$ cat src/rtl/fp_normalizer_seq_if.sv
// Handshake bundle for the sequential FP normaliser: operand in, packed result plus flags out.
interface fp_normalizer_seq_if #(
  parameter int unsigned EXP_W = 8,
  parameter int unsigned MAN_W = 23
);
  logic                   in_valid;
  logic                   in_ready;
  logic                   in_sign;
  logic [EXP_W-1:0]       in_exp;
  logic [MAN_W+1:0]       in_man;
  logic                   out_valid;
  logic                   out_ready;
  logic [EXP_W+MAN_W:0]   out_result;
  logic                   out_zero;
  logic                   out_ovf;
  logic                   out_unf;

  modport master (
    output in_valid, in_sign, in_exp, in_man, out_ready,
    input  in_ready, out_valid, out_result, out_zero, out_ovf, out_unf
  );

  modport slave (
    input  in_valid, in_sign, in_exp, in_man, out_ready,
    output in_ready, out_valid, out_result, out_zero, out_ovf, out_unf
  );
endinterface

$ cat src/rtl/fp_normalizer_seq.sv
// Multi-cycle post-add/sub normaliser: one right shift on carry, else one left shift per cycle
// until the hidden bit is set; flags zero, overflow and underflow.
module fp_normalizer_seq #(
  parameter int unsigned EXP_W = 8,
  parameter int unsigned MAN_W = 23
) (
  input logic                clk,
  input logic                rst_n,
  fp_normalizer_seq_if.slave bus
);

  localparam int unsigned RES_W = 1 + EXP_W + MAN_W;
  localparam logic [EXP_W:0] EXP_MAX = {1'b0, {EXP_W{1'b1}}};
  localparam logic [EXP_W:0] EXP_ONE = {{EXP_W{1'b0}}, 1'b1};

  typedef enum logic [1:0] {
    IDLE = 2'd0,
    NORM = 2'd1,
    HOLD = 2'd2
  } state_t;

  state_t             state_q;
  logic               sign_q;
  logic [EXP_W:0]     exp_q;
  logic [MAN_W+1:0]   man_q;
  logic [RES_W-1:0]   result_q;
  logic               zero_q;
  logic               ovf_q;
  logic               unf_q;
  logic               valid_q;
  logic               ready_q;

  logic [EXP_W:0]     exp_inc_d;
  logic [EXP_W:0]     exp_dec_d;
  logic [MAN_W-1:0]   frac_shr_d;

  // Exponent kept one bit wider so increment/decrement can never wrap.
  always_comb begin
    exp_inc_d  = exp_q + EXP_ONE;
    exp_dec_d  = exp_q - EXP_ONE;
    frac_shr_d = man_q[MAN_W:1];
  end

  always_ff @(posedge clk or negedge rst_n) begin
    if (!rst_n) begin
      state_q  <= IDLE;
      sign_q   <= 1'b0;
      exp_q    <= '0;
      man_q    <= '0;
      result_q <= '0;
      zero_q   <= 1'b0;
      ovf_q    <= 1'b0;
      unf_q    <= 1'b0;
      valid_q  <= 1'b0;
      ready_q  <= 1'b1;
    end else begin
      case (state_q)
        IDLE: begin
          if (bus.in_valid) begin
            sign_q  <= bus.in_sign;
            exp_q   <= {1'b0, bus.in_exp};
            man_q   <= bus.in_man;
            ready_q <= 1'b0;
            if (&bus.in_exp) begin
              // Inf/NaN bypasses normalisation; fraction passes through untouched.
              result_q <= {bus.in_sign, bus.in_exp, bus.in_man[MAN_W-1:0]};
              valid_q  <= 1'b1;
              state_q  <= HOLD;
            end else begin
              state_q  <= NORM;
            end
          end
        end

        NORM: begin
          if (man_q == '0) begin
            result_q <= {sign_q, {EXP_W{1'b0}}, {MAN_W{1'b0}}};
            zero_q   <= 1'b1;
            valid_q  <= 1'b1;
            state_q  <= HOLD;
          end else if (man_q[MAN_W+1]) begin
            if (exp_inc_d >= EXP_MAX) begin
              result_q <= {sign_q, {EXP_W{1'b1}}, {MAN_W{1'b0}}};
              ovf_q    <= 1'b1;
            end else begin
              result_q <= {sign_q, exp_inc_d[EXP_W-1:0], frac_shr_d};
            end
            valid_q <= 1'b1;
            state_q <= HOLD;
          end else if (man_q[MAN_W]) begin
            result_q <= {sign_q, exp_q[EXP_W-1:0], man_q[MAN_W-1:0]};
            valid_q  <= 1'b1;
            state_q  <= HOLD;
          end else if (exp_q <= EXP_ONE) begin
            result_q <= {sign_q, {EXP_W{1'b0}}, {MAN_W{1'b0}}};
            unf_q    <= 1'b1;
            valid_q  <= 1'b1;
            state_q  <= HOLD;
          end else begin
            man_q <= {man_q[MAN_W:0], 1'b0};
            exp_q <= exp_dec_d;
          end
        end

        HOLD: begin
          if (bus.out_ready) begin
            valid_q <= 1'b0;
            zero_q  <= 1'b0;
            ovf_q   <= 1'b0;
            unf_q   <= 1'b0;
            ready_q <= 1'b1;
            state_q <= IDLE;
          end
        end

        default: begin
          valid_q <= 1'b0;
          zero_q  <= 1'b0;
          ovf_q   <= 1'b0;
          unf_q   <= 1'b0;
          ready_q <= 1'b1;
          state_q <= IDLE;
        end
      endcase
    end
  end

  assign bus.in_ready   = ready_q;
  assign bus.out_valid  = valid_q;
  assign bus.out_result = result_q;
  assign bus.out_zero   = zero_q;
  assign bus.out_ovf    = ovf_q;
  assign bus.out_unf    = unf_q;

endmodule

$ cat src/flat_wrapper.sv
// flat-port wrapper written by rule: the top's interface ports become plain ports
module fp_normalizer_seq_flat 
#(
  parameter int unsigned EXP_W = 8,
  parameter int unsigned MAN_W = 23
)
  (clk, rst_n, bus_in_valid, bus_in_sign, bus_in_exp, bus_in_man, bus_out_ready, bus_in_ready, bus_out_valid, bus_out_result, bus_out_zero, bus_out_ovf, bus_out_unf);
  fp_normalizer_seq_if #(.EXP_W(EXP_W), .MAN_W(MAN_W)) bus_i ();
  input logic clk;
  input logic rst_n;
  input wire logic [$bits(bus_i.in_valid)-1:0] bus_in_valid;
  input wire logic [$bits(bus_i.in_sign)-1:0] bus_in_sign;
  input wire logic [$bits(bus_i.in_exp)-1:0] bus_in_exp;
  input wire logic [$bits(bus_i.in_man)-1:0] bus_in_man;
  input wire logic [$bits(bus_i.out_ready)-1:0] bus_out_ready;
  output wire logic [$bits(bus_i.in_ready)-1:0] bus_in_ready;
  output wire logic [$bits(bus_i.out_valid)-1:0] bus_out_valid;
  output wire logic [$bits(bus_i.out_result)-1:0] bus_out_result;
  output wire logic [$bits(bus_i.out_zero)-1:0] bus_out_zero;
  output wire logic [$bits(bus_i.out_ovf)-1:0] bus_out_ovf;
  output wire logic [$bits(bus_i.out_unf)-1:0] bus_out_unf;
  assign bus_i.in_valid = bus_in_valid;
  assign bus_i.in_sign = bus_in_sign;
  assign bus_i.in_exp = bus_in_exp;
  assign bus_i.in_man = bus_in_man;
  assign bus_i.out_ready = bus_out_ready;
  assign bus_in_ready = bus_i.in_ready;
  assign bus_out_valid = bus_i.out_valid;
  assign bus_out_result = bus_i.out_result;
  assign bus_out_zero = bus_i.out_zero;
  assign bus_out_ovf = bus_i.out_ovf;
  assign bus_out_unf = bus_i.out_unf;
  fp_normalizer_seq #(.EXP_W(EXP_W), .MAN_W(MAN_W)) u_core (.clk(clk), .rst_n(rst_n), .bus(bus_i));
endmodule
$ cat config.mk
export PLATFORM = sky130hd
export DESIGN_NAME = fp_normalizer_seq_flat
export DESIGN_NICKNAME = d
export VERILOG_FILES = /design/src/rtl/fp_normalizer_seq_if.sv /design/src/rtl/fp_normalizer_seq.sv /design/src/flat_wrapper.sv
export SDC_FILE = /design/constraint.sdc
export NUM_CORES = 1
export LEC_CHECK = 0
export ABC_CLOCK_PERIOD_IN_PS = 2600
export BUFFER_PORTS_ARGS = -buffer_cell sky130_fd_sc_hd__buf_4
export CORE_UTILIZATION = 25
export DETAILED_ROUTE_END_ITERATION = 10
export PLACE_DENSITY = 0.49
export RECOVER_POWER = 100
export SLEW_MARGIN = 20
export SYNTH_ARGS = -nofsm -noshare
export SYNTH_HDL_FRONTEND = slang
export SYNTH_SLANG_ARGS = --single-unit
$ cat constraint.sdc
create_clock -name clk -period 2.6 [get_ports clk]
set_input_delay 0.65 -clock clk [delete_from_list [all_inputs] [get_ports clk]]
set_output_delay 0.65 -clock clk [all_outputs]
set_load 0.01 [all_outputs]
=== Yosys cells after proc, flatten, opt, wreduce, memory -nomap -nowiden ===
Cells that the tools add are included.

* Register bits after elaboration: 74
* Bits of input ports: 38
* Output and inout port bits: 37
* Word-level logic and storage cells: 96

* Add/subtract/negate cells: 2
* Order comparisons: 2
* Eq/ne operators: 14
* Multiplexer cells: 49
* Bitwise operators: 2
* Reductions and logical operators: 15

{| class="wikitable"
|+ Operators with widths
! kind !! number
|-
| $mux W32 || 6
|-
| $mux W25 || 4
|-
| $pmux W32 S2 || 1
|-
| $pmux W25 S2 || 1
|-
| $mux W9 || 5
|-
| $mux W31 || 1
|-
| $logic_not A25 Y1 || 1
|-
| $mux W24 || 1
|-
| $pmux W9 S2 || 1
|-
| $mux W1 || 16
|-
| $pmux W1 S3 || 5
|-
| $mux W2 || 7
|-
| $ne A2 B2 Y1 const B || 6
|-
| $reduce_and A3 Y1 || 4
|-
| $reduce_and A4 Y1 || 3
|-
| $reduce_and A6 Y1 || 2
|-
| $ne A2 B1 Y1 const B || 5
|-
| $add A9 B1 Y9 const B || 1
|-
| $ge A9 B8 Y1 const B || 1
|-
| $le A9 B1 Y1 const B || 1
|-
| $sub A9 B1 Y9 const B || 1
|-
| $reduce_and A8 Y1 || 1
|-
| $pmux W2 S3 || 1
|-
| $ne A5 B1 Y1 const B || 1
|-
| other kinds (7) || 8
|}

=== Longest topological paths before layout ===
* Depth in word-level cells: 6
* Gate-level depth with buffers: 10
* Gate-level depth less buffers: 8

=== Least setup slack after synthesis ===
Ideal clock, no wire load.

* Path type: reg2reg
* Start: reg u_core.exp_q[0]
* End: reg u_core.result_q[25] (netlist: u_core.bus.out_result[25])
* Setup time: 77 ps
* Arrival: 2118 ps
* Required time: 2523 ps
* Setup slack: 405 ps
* Cell stages (with the launch flop): 10
* Buffers on the path: 1
* Clock period less this slack: 2195 ps
* Cell sequence: dfrtp_1 > buf_2 > inv_1 > ha_1 > nor2b_1 > o2111ai_1 > or3_4 > and3_4 > a311o_1 > a21oi_1

* Longest elaborated chain between the ends: 6
* Elaborated cells between the ends (all ways): 9
* Classes of those cells: add/sub (1); order compare (2); eq/ne (1); mux (4); reduce/logical (1)

{| class="wikitable"
|+ Ends and longest elaborated chain
! what !! RTL line !! text
|-
| from (decl) || fp_normalizer_seq.sv:24 || <nowiki>logic [EXP_W:0] exp_q;</nowiki>
|-
| from (signal assigned) || fp_normalizer_seq.sv:61 || <nowiki>exp_q <= {1'b0, bus.in_exp};</nowiki>
|-
| from (signal assigned) || fp_normalizer_seq.sv:101 || <nowiki>exp_q <= exp_dec_d;</nowiki>
|-
| $add A9 B1 Y9 || fp_normalizer_seq.sv:39 || <nowiki>exp_inc_d = exp_q + EXP_ONE;</nowiki>
|-
| $ge A9 B8 Y1 || fp_normalizer_seq.sv:82 || <nowiki>if (exp_inc_d >= EXP_MAX) begin</nowiki>
|-
| $mux W31 || fp_normalizer_seq.sv:82 ||
|-
| $mux W32 || fp_normalizer_seq.sv:81 || <nowiki>end else if (man_q[MAN_W+1]) begin</nowiki>
|-
| $mux W32 || fp_normalizer_seq.sv:76 || <nowiki>if (man_q == '0) begin</nowiki>
|-
| $pmux W32 S2 || fp_normalizer_seq.sv:57 || <nowiki>case (state_q)</nowiki>
|-
| to (signal assigned) || fp_normalizer_seq.sv:77 || <nowiki>result_q <= {sign_q, {EXP_W{1'b0}}, {MAN_W{1'b0}}};</nowiki>
|-
| to (signal assigned) || fp_normalizer_seq.sv:83 || <nowiki>result_q <= {sign_q, {EXP_W{1'b1}}, {MAN_W{1'b0}}};</nowiki>
|-
| to (signal assigned) || fp_normalizer_seq.sv:86 || <nowiki>result_q <= {sign_q, exp_inc_d[EXP_W-1:0], frac_shr_d};</nowiki>
|-
| to (decl) || fp_normalizer_seq.sv:26 || <nowiki>logic [RES_W-1:0] result_q;</nowiki>
|}

Parallel ways exist; a longest one is shown, timed or not.
A chain may end at the register's enable or synchronous reset.

=== Worst setup path after layout ===
* Start: reg u_core.exp_q[1]
* End: reg u_core.result_q[25] (netlist: u_core.bus.out_result[25])

Same word-level chain as after synthesis.

==> flow_metrics.env <==
export IMPL_achievable_frequency_mhz=424
export IMPL_via_per_inst=4.85
export IMPL_detailed_place_hpwl_mm=8.55
export IMPL_timing_final_crit_share_pct=90.7
export IMPL_placement_setup_worst_slack_ns=0.181
export IMPL_final_min_clock_period_ns=2.36
export IMPL_cts_hold_buf=0
export IMPL_synthSimpleGateAreaFrac_pct=20.2
export IMPL_detail_route_wirelength_mm=11.8
export IMPL_leakage_power_summed_over_all_cells_nw=2.09
export IMPL_gp_routability_congestion=0.862
export IMPL_worst_endpoint_data_arrival_time_ns=2.62
export IMPL_dieHeight_um=129
export IMPL_cts_tree="yes"
export IMPL_floorplan_die_width_um=129
export IMPL_yosys_mux_area_fraction_pct=6.78
export IMPL_rows=46
export IMPL_area_growth_pct=22.8
export IMPL_drtAntennaViolNets=0
export IMPL_finalClockSkew_ns=0.00607
export IMPL_drive_gt1_share_pct=15.3
export IMPL_first_global_vias=3600
export IMPL_rr_worst_depth=8
export IMPL_synth_seq_cells=74
export IMPL_timing_hold_worst_path_depth=2
export IMPL_total_neg_setup_slack_ns=0
export IMPL_cp_max_fo=7
export IMPL_report_final_hold_viol_count=0
export IMPL_ys_dominant_reg_cell="sky130_fd_sc_hd__dfrtp_1"
export IMPL_drt_pass1_iterations=5
export IMPL_antenna_found_initial=0
export IMPL_cts_num_sinks=74
export IMPL_drt_first_iter_violations=251
export IMPL_max_clock_path_buffers=2
export IMPL_synth_sequential_area_ratio_pct=45.8
export IMPL_mostFrequentLayoutCells="sky130_fd_sc_hd__nand2_1, sky130_fd_sc_hd__dfrtp_1, sky130_fd_sc_hd__nor2_1, sky130_fd_sc_hd__buf_4, sky130_fd_sc_hd__clkbuf_1"
export IMPL_syn_area_um2=4040
export IMPL_clock_pin_transition_on_the_worst_setup_and_hold_timing_paths_ns=0.06
export IMPL_synthAdderAreaFrac_pct=1.24
export IMPL_cp_cell_sequence="inv_1, ha_1, nor2b_1, o2111ai_1, or3_1, and3_4, a311o_1, a21oi_1"
export IMPL_yosys_warning_count=0
export IMPL_cp_required_ns=2.86
export IMPL_syn_mean_instance_area_um2=9.02
export IMPL_syn_nets=490
export IMPL_core_area_um2=15800
export IMPL_drt_wl_cell_um=16.2
export IMPL_worst_ir_drop_vdd_mv=0.336
export IMPL_drc=0
export IMPL_cts_htree_levels=3
export IMPL_unrepaired_setup_endpoints_after_global_routing="false"
export IMPL_startpoint_type="flip-flop"
export IMPL_boundaryPins=75
export IMPL_maxSlewViolCount=27
export IMPL_fillerInstances=1701
export IMPL_timing_slew_headroom_pct=-11.8
export IMPL_worst_pin_slew_ns=1.68
export IMPL_mostFrequentLayoutCell="sky130_fd_sc_hd__nand2_1"
export IMPL_combinational_family_with_the_most_area_after_synthesis="simple AND/OR/NAND/NOR gates"
export IMPL_final_setup_worst_slack_ns=0.242
export IMPL_violations="max-capacitance violations, max-slew violations"
export IMPL_overall_track_demand_over_capacity_in_global_routing_pct=15.2
export IMPL_critPathCaptureType="flip-flop"
export IMPL_dr_total_vias=3553
export IMPL_cts_inserted_buffers=9
export IMPL_crit_type="reg2reg"
export IMPL_grt_start_max_net_pins=49
export IMPL_post_synth_inst_count=448
export IMPL_synth_compound_area_share_pct=19.6
export IMPL_overflow_left_after_global_routing=0
export IMPL_synth_xor_area_share_pct=1.05
export IMPL_insertedDiodeCount=0
export IMPL_async_flop_share_pct=100
export IMPL_outcome="finished with violations"
export IMPL_final_setup_viol_count=0
export IMPL_start_util_pct=25.5
export IMPL_worst_path_max_delay_cell="sky130_fd_sc_hd__dfrtp_1"
export IMPL_cp_slowest_stage_delay_ns=0.45
export IMPL_numPortBuffers=74
export IMPL_synth_enable_flop_cells=0
export IMPL_power_density_nw_per_um2=1330
export IMPL_ctsRootBufferMaster="sky130_fd_sc_hd__clkbuf_16"
export IMPL_maxCapViolCount=1
export IMPL_yosysUniqueCellTypes=60
export IMPL_clock_insertion_delay_at_the_later_pin_of_the_skew_report_ns=0.34
export IMPL_die_outline_area_um2=16700
export IMPL_grt_first_pass_wirelength_mm=19.5
export IMPL_layout_nets=554
export IMPL_timing_hold_worst_class="reg2reg"
layout make-up:
class | instances | area [um2] | share of cell area [%]
tap | 216 | 270 | 5.44
timing repair buffer | 89 | 559 | 11.3
inverter | 6 | 22.5 | 0.454
clock inverter | 4 | 26.3 | 0.529
clock buffer | 12 | 246 | 4.96
sequential | 74 | 1850 | 37.3
multi-input combinational | 332 | 1990 | 40.0
registers in the layout, indices dropped and copies added (netlist names):
register and cells:
u_core.bus.in_ready 1, u_core.bus.out_ovf 1, u_core.bus.out_result 32, u_core.bus.out_unf 1, u_core.bus.out_valid 1, u_core.bus.out_zero 1
u_core.exp_q 9, u_core.man_q 25, u_core.sign_q 1, u_core.state_q 2
worst max-delay path, delay by kind of cell (launching register included):
family                   cells  cell delay (ns)
flip-flops                   1             0.45
AND/OR/NAND/NOR              3             0.80
AO/OA/AOI/OAI                3             0.60
adder cells (fa/ha/maj)      1             0.33
buffers and inverters        1             0.11
per-stage QoR:
step,cell area [um2],std cells,utilization [%],hold slack (ns),power [mW]
5_1_grt,4970,733,31.4,0.518,7.21
6_report,4970,733,31.4,0.495,6.60
3_3_place_gp,4850,717,30.6,0.478,5.68
3_5_place_dp,4850,717,30.6,0.478,5.76
4_1_cts,5120,733,32.3,0.249,6.96
2_1_floorplan,4040,448,-,0.354,4.48
worst paths after layout:
kind	slack, ns	endpoint	startpoint
worst max-delay path	0.24	u_core.bus.out_result[25]	u_core.exp_q[1]
worst min-delay path	0.49	u_core.bus.out_result[20]	u_core.bus.out_result[20]
worst max register to register	0.24	u_core.bus.out_result[25]	u_core.exp_q[1]
worst min register to register	0.49	u_core.bus.out_result[20]	u_core.bus.out_result[20]
max in group asynchronous	0.77	u_core.exp_q[0]	rst_n
min in group asynchronous	0.74	u_core.exp_q[6]	rst_n
layer usage:
layer	global-route usage [%]	up-vias	part of all wire [%]
met1	19.5	1724	47
met3	3.92	8	4.3
met5	0	-	0
met4	3.67	0	1.0
li1	-	1746	-
met2	25.5	75	48
power by group:
part	switching [mW]	leakage [nW]	internal (mW)
clock network	0.488	0.133	0.673
registers	0.613	0.847	1.75
logic	1.82	1.11	1.26
logic make-up (layout without fill, tap and decap cells):
logic type / after synthesis / after routing
buffers and inverters: 42 / 111
flip-flops: 74 / 74
AO/OA/AOI/OAI: 114 / 114
AND/OR/NAND/NOR: 183 / 183
XOR/XNOR: 4 / 4
multiplexers: 27 / 27
adder cells (fa/ha/maj): 4 / 4
cells in the mapped netlist, types with 2 or more instances:
master / number / area (um2)
sky130_fd_sc_hd__a31oi_1: 27 / 169
sky130_fd_sc_hd__clkbuf_1: 16 / 60.1
sky130_fd_sc_hd__or3_1: 2 / 12.5
sky130_fd_sc_hd__dfrtp_1: 73 / 1830
sky130_fd_sc_hd__buf_4: 5 / 37.5
sky130_fd_sc_hd__nor2_1: 46 / 173
sky130_fd_sc_hd__inv_1: 6 / 22.5
sky130_fd_sc_hd__nand2_1: 88 / 330
sky130_fd_sc_hd__ha_1: 4 / 50.1
sky130_fd_sc_hd__xor2_1: 3 / 26.3
sky130_fd_sc_hd__nand2b_1: 5 / 31.3
sky130_fd_sc_hd__o211ai_1: 3 / 22.5
sky130_fd_sc_hd__o21ai_0: 17 / 85.1
sky130_fd_sc_hd__o22a_1: 3 / 26.3
sky130_fd_sc_hd__mux2i_1: 24 / 240
sky130_fd_sc_hd__nor4_1: 5 / 31.3
sky130_fd_sc_hd__mux2_2: 3 / 33.8
sky130_fd_sc_hd__a221oi_1: 3 / 26.3
sky130_fd_sc_hd__a21oi_1: 19 / 95.1
sky130_fd_sc_hd__nand3_1: 10 / 50.1
sky130_fd_sc_hd__buf_2: 10 / 50.1
sky130_fd_sc_hd__buf_6: 3 / 33.8
sky130_fd_sc_hd__o221ai_1: 22 / 193
sky130_fd_sc_hd__o2111ai_1: 3 / 26.3
sky130_fd_sc_hd__nor2_2: 2 / 12.5
sky130_fd_sc_hd__o22ai_1: 2 / 12.5
sky130_fd_sc_hd__or2_2: 2 / 12.5
sky130_fd_sc_hd__nor3_1: 7 / 35.0
sky130_fd_sc_hd__nor2b_1: 4 / 25.0
repair_timing:
item,4_1_cts,5_1_grt
setup endpoints to repair,0,2
gates resized for setup,0,1
setup buffers,0,0
(Power assumes the default switching activity.)
